===== src/rtl/serial_adder.sv =====
// serial_adder: bit-serial WIDTH-bit adder, one full-adder step per clock, LSB first.
// Define SERIAL_ADDER_OVF_EN to add the registered signed Overflow output.
module serial_adder #(
  parameter int WIDTH = 8
) (
  input  logic             clk,
  input  logic             rst,
  input  logic             Start,
  input  logic [WIDTH-1:0] A,
  input  logic [WIDTH-1:0] B,
  output logic             Busy,
  output logic             Done,
  output logic [WIDTH-1:0] Sum,
  output logic             Carry
`ifdef SERIAL_ADDER_OVF_EN
  ,
  output logic             Overflow
`endif
);

  localparam int CW = $clog2(WIDTH) + 1;
  localparam logic [1:0] IDLE = 2'd0;
  localparam logic [1:0] RUN  = 2'd1;
  localparam logic [1:0] DONE = 2'd2;
  localparam logic [CW-1:0] LAST = CW'(WIDTH - 1);

  logic [1:0]       state_q, state_d;
  logic [WIDTH-1:0] ra_q, ra_d;
  logic [WIDTH-1:0] rb_q, rb_d;
  logic [WIDTH-1:0] sum_q, sum_d;
  logic [CW-1:0]    cnt_q, cnt_d;
  logic             c_q, c_d;
  logic             carry_q, carry_d;
  logic             busy_q, done_q;
  logic             s_bit, c_next;
`ifdef SERIAL_ADDER_OVF_EN
  logic             ovf_q, ovf_d;
`endif

  assign s_bit  = ra_q[0] ^ rb_q[0] ^ c_q;
  assign c_next = (ra_q[0] & rb_q[0]) | (ra_q[0] & c_q) | (rb_q[0] & c_q);

  // ra doubles as the partial-sum register: sum bits enter at the MSB as operand bits leave
  always_comb begin
    state_d = state_q;
    ra_d    = ra_q;
    rb_d    = rb_q;
    c_d     = c_q;
    cnt_d   = cnt_q;
    sum_d   = sum_q;
    carry_d = carry_q;
`ifdef SERIAL_ADDER_OVF_EN
    ovf_d   = ovf_q;
`endif
    case (state_q)
      IDLE: begin
        if (Start) begin
          ra_d    = A;
          rb_d    = B;
          c_d     = 1'b0;
          cnt_d   = {CW{1'b0}};
          state_d = RUN;
        end else begin
          state_d = IDLE;
        end
      end
      RUN: begin
        ra_d  = {s_bit, ra_q[WIDTH-1:1]};
        rb_d  = {1'b0, rb_q[WIDTH-1:1]};
        c_d   = c_next;
        cnt_d = cnt_q + CW'(1);
        if (cnt_q == LAST) begin
          sum_d   = ra_d;
          carry_d = c_next;
`ifdef SERIAL_ADDER_OVF_EN
          ovf_d   = c_q ^ c_next;
`endif
          state_d = DONE;
        end else begin
          state_d = RUN;
        end
      end
      DONE:    state_d = IDLE;
      default: state_d = IDLE;
    endcase
  end

  always_ff @(posedge clk or posedge rst) begin
    if (rst) begin
      state_q <= IDLE;
      ra_q    <= {WIDTH{1'b0}};
      rb_q    <= {WIDTH{1'b0}};
      c_q     <= 1'b0;
      cnt_q   <= {CW{1'b0}};
      sum_q   <= {WIDTH{1'b0}};
      carry_q <= 1'b0;
      busy_q  <= 1'b0;
      done_q  <= 1'b0;
`ifdef SERIAL_ADDER_OVF_EN
      ovf_q   <= 1'b0;
`endif
    end else begin
      state_q <= state_d;
      ra_q    <= ra_d;
      rb_q    <= rb_d;
      c_q     <= c_d;
      cnt_q   <= cnt_d;
      sum_q   <= sum_d;
      carry_q <= carry_d;
      busy_q  <= (state_d != IDLE);
      done_q  <= (state_d == DONE);
`ifdef SERIAL_ADDER_OVF_EN
      ovf_q   <= ovf_d;
`endif
    end
  end

  assign Busy  = busy_q;
  assign Done  = done_q;
  assign Sum   = sum_q;
  assign Carry = carry_q;
`ifdef SERIAL_ADDER_OVF_EN
  assign Overflow = ovf_q;
`endif

endmodule


===== config.mk =====
export PLATFORM = sky130hd
export DESIGN_NAME = serial_adder
export DESIGN_NICKNAME = d
export VERILOG_FILES = /design/src/rtl/serial_adder.sv
export SDC_FILE = /design/constraint.sdc
export NUM_CORES = 1
export LEC_CHECK = 0
export CAP_MARGIN = 20
export CORE_ASPECT_RATIO = 0.9
export CORE_UTILIZATION = 56
export CTS_BUF_LIST = sky130_fd_sc_hd__clkbuf_4
export CTS_CLUSTER_DIAMETER = 120
export DETAILED_ROUTE_END_ITERATION = 12
export PLACE_DENSITY = 0.83
export SYNTH_ARGS = -nofsm -noshare
export SYNTH_HDL_FRONTEND = slang
export SYNTH_SLANG_ARGS = --single-unit

===== constraint.sdc =====
create_clock -name clk -period 3 [get_ports clk]
set_input_delay 0.6 -clock clk [delete_from_list [all_inputs] [get_ports clk]]
set_output_delay 0.6 -clock clk [all_outputs]
set_load 0.05 [all_outputs]

* Word level (Yosys, flattened, before mapping) *
Index checks and enable logic that the tools add are counted.

word-level totals
  bits in registers = 34
  bits of input ports = 19
  output and inout bits = 11
  word-level logic and storage cells = 37

cells by class
  add/subtract/negate cells = 1
  eq/ne operators = 4
  multiplexer cells = 11
  bitwise operators = 7
  reduce and logical (&&, ||, !) cells = 5

operators by type and width
  cell                                                              count
  8-bit one-hot mux with 2 select lines                             2
  8-bit two-way mux                                                 2
  4-bit one-hot mux with 2 select lines                             1
  4-bit by 1-bit adder with 4-bit output (second input constant)    1
  4-bit by 3-bit == test with 1-bit output (second input constant)  1
  4-bit two-way mux                                                 1
  2-bit one-hot mux with 2 select lines                             1
  2-bit AND reduction                                               2
  2-bit nonzero test                                                2
  1-bit bitwise AND                                                 3
  2-bit by 1-bit == test with 1-bit output (second input constant)  1
  2-bit == test (second input constant)                             1
  2-bit zero test                                                   1
  1-bit two-way mux                                                 2
  2-bit two-way mux                                                 1
  2-bit inequality test (second input constant)                     1
  1-bit bitwise OR                                                  2
  1-bit one-hot mux with 2 select lines                             1
  1-bit bitwise XOR                                                 2

* Longest topological paths before layout *
  depth in word-level cells = 4
  mapped depth = 5
  mapped depth without buffers = 4

* Least setup slack after synthesis *
OpenSTA, ideal clock, no wires.

  kind = register -> register
  from = register cnt_q[0]
  to = register carry_q (netlist: Carry)
  library setup time = 125 ps
  arrival = 1326 ps
  data required time = 2875 ps
  path slack = 1549 ps
  cell stages (with the launch flop) = 5
  buffers on the path = 0
  period minus slack after synthesis = 1451 ps
  cell sequence = dfrtp_1 ha_1 nand2_1 nor3_4 mux2_2

between the ends
  word-level cells in the longest chain between the ends = 2

ends and longest elaborated chain
  element                                   line  text
  from (decl)                               31    logic [CW-1:0] cnt_q, cnt_d;
  from (signal assigned)                    94    cnt_q <= {CW{1'b0}};
  from (signal assigned)                    107   cnt_q <= cnt_d;
  4-bit by 3-bit == test with 1-bit output  72    if (cnt_q == LAST) begin
  2-bit AND reduction (no line)             n/a
  to (signal assigned)                      109   carry_q <= carry_d;
  to (decl)                                 33    logic carry_q, carry_d;

No other way between the ends.
A chain may end at the register's enable or synchronous reset.

* Worst setup path after layout *
  from = register sum_q[2] (netlist: Sum[2])
  to = output port Sum[2]

RTL lines
  element                 line  text
  from (decl)             30    logic [WIDTH-1:0] sum_q, sum_d;
  from (signal assigned)  95    sum_q <= {WIDTH{1'b0}};
  from (signal assigned)  108   sum_q <= sum_d;
  to (decl)               13    output logic [WIDTH-1:0] Sum,

No word-level cell between the ends.

==> metrics <==
ANT nets after route 0; Port Buffer Count 29; Syn-to-layout area delta 23.9%; maximum VDD drop 673 uV; CP Launch Type register; vias in the first global route 1114; NetSw 0.779 mW; final design area excluding fillers 1820 um^2; clk_lat worst skew 330 ps; nets 180; initial DRC count 51; Seq cells post-synth 34; Total GRT Usage 24.2%; Boundary Pins 30; post-CTS setup repair buffer count 0; CTS tree built; Worst Path Required 2400 ps; clk sinks 34; Pwr Total 1.85 mW; most frequent cells in the layout dfrtp_1, clkdlybuf4s50_1, o21ai_0; synth unique cells 22; Final Skew 4.85 ps; sequential power share 44.8%; non-filler cells in the finished layout 186; CTS hold repair buffers 0; Mapped Area 1470 um^2; layout cells sized above 1 12.0%; sequential share of the synthesized area 58.0%; Gate power share 43.4%; CP max FO 2; vias per cell 5.90; Final Hold Fails 0; crit path max-delay cell type clkdlybuf4s50_1; initial antenna violation count 0; fmax 476 MHz; max-cap viol count 0; Avg Cell Area, Syn 11.5 um^2; Vias 1097; max-slew violations 0; family with the most delay on the worst path buffers and inverters; Synth area leaders dfrtp_1, a22oi_1, mux2_2; Final Cycle Share 70.1%; total negative slack 0 ps; GP Congestion 0.799; die footprint 2830 um^2; detailed placer's ending HPWL 2.21 mm; global-route wire length before repair 5.02 mm; share of the synthesized area in the top cell type 58.0%; Std-Cell Rows 17; Worst path max stage delay 800 ps; RSZ-0062 raised after global routing no; leakage power 0.774 nW; Int Power 1.07 mW; Remaining DRCs 0; power density over the cells 1020 nW/um^2; cell breakdown of the critical path clkdlybuf4s50_1; Root Driver clkbuf_4; sw frac 42.0%; cell taking the most area after synthesis dfrtp_1; cts repair resizes 0; clk buf depth 2; GRT overflow 0; largest net degree at the start of global routing 23; Die Span X 56.0 um; Diodes inserted 0; Die H 50.6 um; filler cell count 190; post-layout util 73.7%; WL/cell 16.7 um; commonest non-fill, non-tap cell in the layout dfrtp_1; Worst Hold Class reg -> reg; core area 2470 um^2; Max transition margin 46.3%; Placed Cells 180; CP arrival 1500 ps; CP endpoint kind output port; Bufs and invs on worst path 1; Syn. warnings 0; DR pass1 iterations 4; Initial Util 59.5%; Post-Syn Nets 149; Final Critical Period 2100 ps; Setup WS pre-CTS 704 ps; total CTS buffers 5; kind of critical path reg -> out; measured slew at the worst slew-check pin 805 ps; Hold WS 501 ps; Finish-stage setup viols 0; status completed; Clock power frac 11.8%; htree depth 2; final WL 3.11 mm; Clock transition at path regs 90 ps; Mapped Cells 128; Post-DP Area 1780 um^2; final worst setup slack 898 ps
==> metal layers <==
metal  part of all wire (%)  wire length [um]  vias to the layer above  global-route usage, %
met3                    4.7               145                       13                   5.93
met4                    3.3               104                        0                   15.9
met1                     44              1370                      530                   29.4
li1                       -                 -                      518                      -
met5                      0                 0                        -                      0
met2                     48              1480                       36                   38.5
==> cell type report <==
cell class / count / area, um^2 / share of cell area [%]
Clock buffer: 5 / 37.5 / 2.06
Clock inverter: 1 / 3.75 / 0.206
Inverter: 3 / 11.3 / 0.619
Multi-Input combinational cell: 84 / 574 / 31.6
Sequential cell: 34 / 851 / 46.8
Tap cell: 28 / 35.0 / 1.93
Timing Repair Buffer: 31 / 305 / 16.8
==> sequential cells by signal, indices dropped and copies added (netlist names) <==
name,flops
Carry,1
ra_q,8
Sum,8
cnt_q,4
Busy,1
state_q,2
c_q,1
rb_q,8
Done,1
==> worst paths after layout <==
kind	startpoint	cells past startpoint	slack (ps)	endpoint
worst min register to register	rb_q[6]	2	500	rb_q[6]
max in group asynchronous	rst	3	1680	Sum[7]
worst min-delay path	rb_q[6]	2	500	rb_q[6]
worst max-delay path	Sum[2]	1	900	Sum[2]
min in group asynchronous	rst	2	710	cnt_q[3]
worst max register to register	state_q[0]	3	1080	Sum[3]
==> kinds of logic (layout without fill, tap and decap cells) <==
kind of cell    after synthesis  in the layout  share of synthesized area, %
compound gates               43             43                          18.8
fa+ha+maj                     2              2                          2.22
buf+inv                      10             40                          2.90
flops                        34             34                          58.0
mux                          10             10                          7.59
simple gates                 29             29                          10.6
==> cell usage after synthesis (all sizes together) <==
master / instances
nand2b: 1
dfrtp: 34
mux2i: 1
a21oi: 7
nor3: 2
o311ai: 1
nand2: 13
a32o: 1
ha: 1
nor2b: 8
mux2: 9
a22o: 2
clkbuf: 3
nor2: 3
o21ai: 16
o21bai: 1
nand3: 2
a22oi: 15
buf: 4
inv: 3
fa: 1
==> power by group through the flow <==
stage / sequential [mW] / combinational [mW] / clock (mW)
CTS: 0.830 / 0.807 / 0.223
floorplan: 0.972 / 0.405 / 0
finish: 0.830 / 0.804 / 0.219
global route: 0.858 / 0.870 / 0.233
global placement: 0.823 / 0.770 / 0
detailed placement: 0.840 / 0.800 / 0
Power figures use the tool's default switching activity.
